`config.mk`:
```
export PLATFORM = sky130hd
export DESIGN_NAME = dino_sprite
export DESIGN_NICKNAME = d
export VERILOG_FILES = /design/src/rtl/dino_sprite.sv
export SDC_FILE = /design/constraint.sdc
export NUM_CORES = 1
export LEC_CHECK = 0
export ABC_AREA = 0
export CAP_MARGIN = 5
export CORE_ASPECT_RATIO = 1.5
export CORE_MARGIN = 1.5
export CORE_UTILIZATION = 32
export CTS_BUF_LIST = sky130_fd_sc_hd__clkbuf_4
export CTS_CLUSTER_DIAMETER = 30
export DETAILED_ROUTE_END_ITERATION = 16
export GPL_TIMING_DRIVEN = 0
export PLACE_DENSITY = 0.62
export SLEW_MARGIN = 20
export SYNTH_ARGS = -nofsm -noshare
export SYNTH_HDL_FRONTEND = slang
export SYNTH_SLANG_ARGS = --single-unit
```
`constraint.sdc`:
```
create_clock -name vga_clk -period 6.45 [get_ports vga_clk]
set_input_delay 1.29 -clock vga_clk [delete_from_list [all_inputs] [get_ports vga_clk]]
set_output_delay 1.29 -clock vga_clk [all_outputs]
set_load 0.05 [all_outputs]
```
`src/rtl/dino_sprite.sv`:
```
// dino_sprite: jumping dinosaur sprite for a 640x480 VGA frame.
//
// A frame tick is taken from the falling edge of vs. On each tick the
// GROUND/RISE/FALL state machine moves the sprite along a fixed ballistic
// arc. The pixel output is decoded combinationally from the pixel
// address, so it lines up with the generator's registered address.
//
// Ports:
//   vga_clk     in   pixel clock (25 MHz), sole clock
//   clr         in   synchronous active-high reset
//   row_addr    in   [8:0] current pixel row (0-479)
//   col_addr    in   [9:0] current pixel column (0-639)
//   rdn         in   pixel read strobe, active low (1 = blanking)
//   vs          in   vertical sync, low during the sync pulse
//   jump        in   jump request level, synchronous to vga_clk
//   duck        in   duck request level (used only with DINO_DUCK_EN)
//   px_dinosaur out  1 = dinosaur (black) pixel at row_addr/col_addr
//   dino_y      out  [8:0] registered top row of the sprite
//   airborne    out  registered, 1 while rising or falling
//
// Configuration: define DINO_DUCK_EN to enable the ducking sprite.

module dino_sprite (
    input  logic       vga_clk,
    input  logic       clr,
    input  logic [8:0] row_addr,
    input  logic [9:0] col_addr,
    input  logic       rdn,
    input  logic       vs,
    input  logic       jump,
    input  logic       duck,
    output logic       px_dinosaur,
    output logic [8:0] dino_y,
    output logic       airborne
);

    localparam logic [8:0] GroundY  = 9'd376;
    localparam logic [8:0] LaunchY  = 9'd364;
    localparam logic [3:0] LaunchV  = 4'd11;

    typedef enum logic [1:0] {StGround, StRise, StFall} state_e;

    state_e     state_q, state_d;
    logic [8:0] dino_y_q, dino_y_d;
    logic [3:0] vel_q, vel_d;
    logic       jump_req_q, jump_req_d;
    logic       vs_prev_q;
    logic       tick_q;
    logic       airborne_q;
    logic       launch_req;
    logic [9:0] fall_sum;

    always_ff @(posedge vga_clk) begin
        if (clr) begin
            state_q    <= StGround;
            dino_y_q   <= GroundY;
            vel_q      <= 4'd0;
            jump_req_q <= 1'b0;
            vs_prev_q  <= 1'b1;
            tick_q     <= 1'b0;
            airborne_q <= 1'b0;
        end else begin
            state_q    <= state_d;
            dino_y_q   <= dino_y_d;
            vel_q      <= vel_d;
            jump_req_q <= jump_req_d;
            vs_prev_q  <= vs;
            // One-cycle pulse following the cycle where vs was seen falling.
            tick_q     <= vs_prev_q & ~vs;
            airborne_q <= (state_d != StGround);
        end
    end

    // A jump level present on the tick cycle itself still counts.
    assign launch_req = jump_req_q | jump;
    assign fall_sum   = {1'b0, dino_y_q} + {6'd0, vel_q};

    always_comb begin
        state_d    = state_q;
        dino_y_d   = dino_y_q;
        vel_d      = vel_q;
        jump_req_d = tick_q ? 1'b0 : launch_req;
        if (tick_q) begin
            unique case (state_q)
                StGround: begin
                    if (launch_req) begin
                        dino_y_d = LaunchY;
                        vel_d    = LaunchV;
                        state_d  = StRise;
                    end
                end
                StRise: begin
                    dino_y_d = dino_y_q - {5'd0, vel_q};
                    // Peak reached: keep vel at 1 so the descent starts slowly.
                    if (vel_q == 4'd1) begin
                        state_d = StFall;
                    end else begin
                        vel_d = vel_q - 4'd1;
                    end
                end
                StFall: begin
                    if (fall_sum >= {1'b0, GroundY}) begin
                        dino_y_d = GroundY;
                        vel_d    = 4'd0;
                        state_d  = StGround;
                    end else begin
                        dino_y_d = fall_sum[8:0];
                        vel_d    = vel_q + 4'd1;
                    end
                end
                default: state_d = StGround;
            endcase
        end
    end

    // Pixel decode; 10-bit rows so dino_y + 23 never wraps.
    logic [9:0] row10, top10;
    logic       in_box, in_eye, stand_px, sprite_px;

    assign row10 = {1'b0, row_addr};
    assign top10 = {1'b0, dino_y_q};

    assign in_box = (col_addr >= 10'd80) && (col_addr <= 10'd99) &&
                    (row10 >= top10) && (row10 <= top10 + 10'd23);
    assign in_eye = (col_addr >= 10'd94) && (col_addr <= 10'd95) &&
                    (row10 >= top10 + 10'd3) && (row10 <= top10 + 10'd4);
    assign stand_px = in_box & ~in_eye;

`ifdef DINO_DUCK_EN
    logic ducking, duck_px;

    // Ducking only applies on the ground; the jump path is untouched.
    assign ducking = (state_q == StGround) && duck;
    assign duck_px = (col_addr >= 10'd80) && (col_addr <= 10'd107) &&
                     (row_addr >= 9'd386) && (row_addr <= 9'd399);
    assign sprite_px = ducking ? duck_px : stand_px;
`else
    logic unused_duck;

    assign unused_duck = duck;
    assign sprite_px   = stand_px;
`endif

    assign px_dinosaur = ~rdn & sprite_px;
    assign dino_y      = dino_y_q;
    assign airborne    = airborne_q;

endmodule

```
After elaboration in Yosys (flattened, before gate mapping) --
Index checks and enable logic that the tools add are counted.
Cells by class: add/sub/neg operators 7, bitwise gates (word level) 7, equality and inequality tests 5, $lt $le $gt $ge 9, muxes and demuxes 12, reductions and logical operators 12
Operators by type and width (count):
- $pmux 9 s3 | 1
- $ge 10x7->1 const B | 2
- $le 10x7->1 const B | 2
- $le 9x10->1 | 2
- $mux 9 | 2
- $mux 4 | 3
- $pmux 4 s3 | 1
- $add 9x2->10 const B | 1
- $add 9x3->10 const B | 1
- $add 9x4->10 | 1
- $add 9x5->10 const B | 1
- $ge 10x9->1 const B | 1
- $ge 9x10->1 | 1
- $ge 9x9->1 | 1
- $sub 9x4->9 | 1
- $mux 2 | 4
- $logic_and 1x1->1 | 6
- $pmux 2 s3 | 1
- $add 4x1->4 const B | 1
- $eq 4x1->1 const B | 1
- $ne 2x2->1 const B | 2
- $reduce_and 4->1 | 1
- $sub 4x1->4 const B | 1
- $and 1x1->1 | 3
- 9 further kinds | 11
Storage, ports and cells: logic and storage cells 59, bits of input ports 25, output and inout bits 11, register bits after elaboration 19

Longest topological paths before layout --
depth after elaboration 7, depth in mapped cells 13, gate-level depth less buffers 13

Worst setup path after synthesis --
No wires, ideal clock.
path kind register to output, from register dino_y_q[1] (netlist: dino_y[1]), to output px_dinosaur, slack 2.171 ns, stages on the path, launching flop included 11, data arrival time 2.989 ns, buffers on the path 0, required time 5.160 ns, cell sequence dfxtp_1 inv_1 ha_1 nor2_1 nand3_1 xnor2_1 ha_1 a2111oi_0 o21ai_0 o211ai_1 o2111a_1
Between the ends: word-level cells in the longest chain between the ends 7, elaborated cells on any way between the ends 14, classes of those cells add/sub: 3; order compare: 4; bitwise: 3; reduce/logical: 4
Ends and longest elaborated chain:
- start: declaration | line 44 | logic [8:0] dino_y_q, dino_y_d;
- start signal: assignment | line 56 | dino_y_q <= GroundY;
- start signal: assignment | line 64 | dino_y_q <= dino_y_d;
- $add 9x2->10 | line 126 | (row10 >= top10 + 10'd3) && (row10 <= top10 + 10'd4);
- $ge 9x10->1 | line 126
- $logic_and 1x1->1 | line 125 | assign in_eye = (col_addr >= 10'd94) && (col_addr <= 10'd95) &&
- $logic_and 1x1->1 | line 126
- $not 1->1 | line 127 | assign stand_px = in_box & ~in_eye;
- $and 1x1->1 (*) | line 127
- $and 1x1->1 (*) | line 144 | assign px_dinosaur = ~rdn & sprite_px;
- end: declaration | line 32 | output logic px_dinosaur,
Every way passes the cells marked *; elsewhere a longest branch is shown, timed or not.

Worst setup path after layout --
from input row_addr[0], to output px_dinosaur
Between the ends: word-level cells in the longest chain between the ends 6, elaborated cells on any way between the ends 11, classes of those cells order compare: 4; bitwise: 3; reduce/logical: 4
Ends and longest elaborated chain:
- start: declaration | line 26 | input logic [8:0] row_addr,
- $ge 9x10->1 | line 126
- $logic_and 1x1->1 | line 125
- $logic_and 1x1->1 | line 126
- $not 1->1 | line 127
- $and 1x1->1 (*) | line 127
- $and 1x1->1 (*) | line 144
Marks and branches as above.

==> impl_results.md <==
- Status: finished clean
- Post-synth EDFFs: 0
- First-pass GRT wire length: 14470 microns
- Worst vdd ir: 0.07625 mV
- Die extent in x: 80.47 microns
- Hold slack: 0.4216 ns
- Setup Buffers After CTS: 0
- Cts bufs inserted: 3
- DP Worst Slack: 1.174 ns
- Number of DRC markers in iteration 0: 119
- WP depth: 10
- Worst slew pin tran: 0.9725 ns
- Hold buffers post-CTS: 0
- Post-Synthesis Cells: 362
- Die height: 119.2 microns
- PostCTS Resize Cnt: 0
- Final-layout fill cell count: 919
- Critical path peak fanout: 4
- Cell Chain, Critical Path: clkdlybuf4s50_1 -> inv_1 -> ha_1 -> a21boi_0 -> o21a_1 -> o21ai_0 -> o2bb2ai_1 -> o21ai_0 -> o2111a_1 -> clkdlybuf4s50_1
- Slew HR: 33.49%
- # DRC: 0
- Std cell rows: 42
- Fmax: 190.1 MHz
- Layout area overhead: 17.20%
- Cell Area, Synth: 2880 sq um
- Routed wire length: 8880 microns
- CTS clk-pin slew, worst paths: 0.13 ns
- R2R Setup Slk: 3.13 ns
- Synth cell types: 73
- Crit path largest cell delay: 0.80 ns
- Root buf cell: clkbuf_4
- H-tree Lvls: 1
- Synth warn: 0
- Most frequent cell after synthesis: ha_1
- Largest net degree at the start of global routing: 12
- Switching power: 0.0001351 W
- Crit path max-delay family: buffers and inverters
- Die area: 9591 sq um
- Depth of the worst register-to-register path: 10
- Top cell type's share of synthesized area: 21.72%
- Largest area contributor in the netlist: ha_1
- Seq/Total Area, Yosys: 13.21%
- Max-Cap Viols: 0
- Vias per inst: 5.756
- Crit path buf inv count: 3
- Final setup vio count: 0
- I/O pin count: 36
- Worst clock skew: 0.001777 ns
- Crit. Startpoint: row_addr[0]
- Total power: 0.0003483 W
- CP required: 5.16 ns
- Global-route congestion overflow total: 0
- DR pass1 iterations: 4
- Clock share of power: 19.1%
- Fraction of registers with async set/reset: 0%
- Initial antenna violation count: 0
- Hpwl dp: 7217 microns
- Sequential cell area: 380.4 sq um
- Syn_area_per_cell: 7.957 sq um
- GPL Wtd Cong: 0.9214
- Crit path DAT: 3.97 ns
- Longest Clk Path Bufs: 2
- Switching Share: 38.80%
- Total global-route track usage: 18.72%
- Primary FF master, synth: dfxtp_1
- Worst setup EP type: output pin
- Largest cells by area after synthesis: ha_1 22%, dfxtp_1 13%, xnor2_1 6.1%
- Nets: 477
- Yosys reg bits: 19
- Core area: 8776 sq um
- Unrepaired setup endpoints after global routing: false
- Period utilization: 81.56%
- Slowest cell on the critical path: clkdlybuf4s50_1
- Port Buffers: 33
- CTS tree: yes
- Layout cells sized above 1: 6.015%
- Critical path type: in2out
- Setup WS post-layout: 1.190 ns
- Sequential share of power: 36.6%
- Cell-internal power: 0.0002131 W
- Pwr dens: 103.2 nW/um^2
- Final Slew Violations: 0
- Number of global-route vias before repair: 3137
- CP startpoint kind: primary input
- Fin crit period: 5.260 ns
- Comb power frac: 44.3%
- Worst reg2reg startpoint: dino_y[0]
- CTS Sinks: 19
- RR Endpoint: dino_y[8]
- WL per Instance: 17.45 microns
- N_diodes: 0
- CP Capture Point: px_dinosaur
- Via count: 2930
- Leakage power: 1.315 nW
- Combined area of the multi-input logic cells: 2335 sq um
- Tightest Hold Check Type: reg2reg
- Commonest cells post-synth: 50 x ha_1, 25 x a21oi_1, 24 x inv_1
- Clk_lat worst skew: 0.31 ns
- Mapped Nets: 439
- Antenna Nets Post-Route: 0
- TNS Setup: 0 ns
- Final Util: 38.47%
- Hold Fails Final Rpt: 0
- Initial Util: 32.82%
cell families after synthesis:
logic type                 after synthesis  synth area share [%]
muxes                                    1                0.3475
and+or+nand+nor                        112                 21.85
AOI/OAI and AO/OA                      115                 29.06
buffers and inverters                   41                 5.734
adders and majority gates               52                 23.11
xor gates and xnor gates                22                 6.690
DFF                                     19                 13.21
final cells by class:
type	instances	area share [%]
buffer	16	2.113
clock buffer	3	0.6672
clock inverter	1	0.1483
inverter	25	2.780
multi-input combinational	302	69.16
sequential	19	11.27
tap	110	4.077
timing repair buffer	33	9.785
routing by layer:
layer,GRT usage [%],part of all wire (%),vias up
met1,18.86,38,1393
met4,9.806,4.4,0
li1,-,-,1433
met3,1.226,3.0,26
met2,36.55,54,78
met5,0,0,-
power by group through the flow:
stage	combinational, W	clock, W	sequential [W]
6_report	0.000154	0.0000666	0.000128
5_1_grt	0.000169	0.0000728	0.000128
4_1_cts	0.000153	0.0000692	0.000128
3_5_place_dp	0.000152	0	0.000130
3_3_place_gp	0.000148	0	0.000130
2_1_floorplan	0.0000974	0	0.000134
sequential cells by signal, indices dropped and copies added (netlist names):
register and count:
vel_q 4, airborne 1, state_q 2, vs_prev_q 1, tick_q 1, jump_req_q 1, dino_y 9
stage by stage:
stage / cells / cell area (sq um)
6_report: 509 / 3376
5_1_grt: 509 / 3376
3_5_place_dp: 505 / 3348
4_1_cts: 509 / 3376
3_3_place_gp: 505 / 3348
2_1_floorplan: 362 / 2880
tightest hold or removal path: cells and delay by family (launching register included):
| kind | cells | cell delay (ns) |
|---|---|---|
| buffers and inverters | 1 | 0.04 |
| and+or+nand+nor | 1 | 0.04 |
| DFF | 1 | 0.32 |
how the worst min path moves through the flow:
stage               slack, ns  cells past startpoint       from     end
floorplan                0.39                      2  vs_prev_q  tick_q
global placement         0.40                      2  vs_prev_q  tick_q
detailed placement       0.40                      2  vs_prev_q  tick_q
CTS                      0.42                      2  vs_prev_q  tick_q
global route             0.44                      2  vs_prev_q  tick_q
finish                   0.42                      2  vs_prev_q  tick_q
layout by cell type, fill, tap and decap left out, types with 9 or more instances in the layout:
cell and n:
o21ai_0 14, clkdlybuf4s50_1 33, a21oi_1 25, nand3_1 15, a31oi_1 9, xnor2_1 20
nor2_1 22, clkbuf_1 10, dfxtp_1 19, nand2_1 13, ha_1 50, nor3_1 10
inv_1 24
No activity file was read; power rests on OpenSTA's default activity.
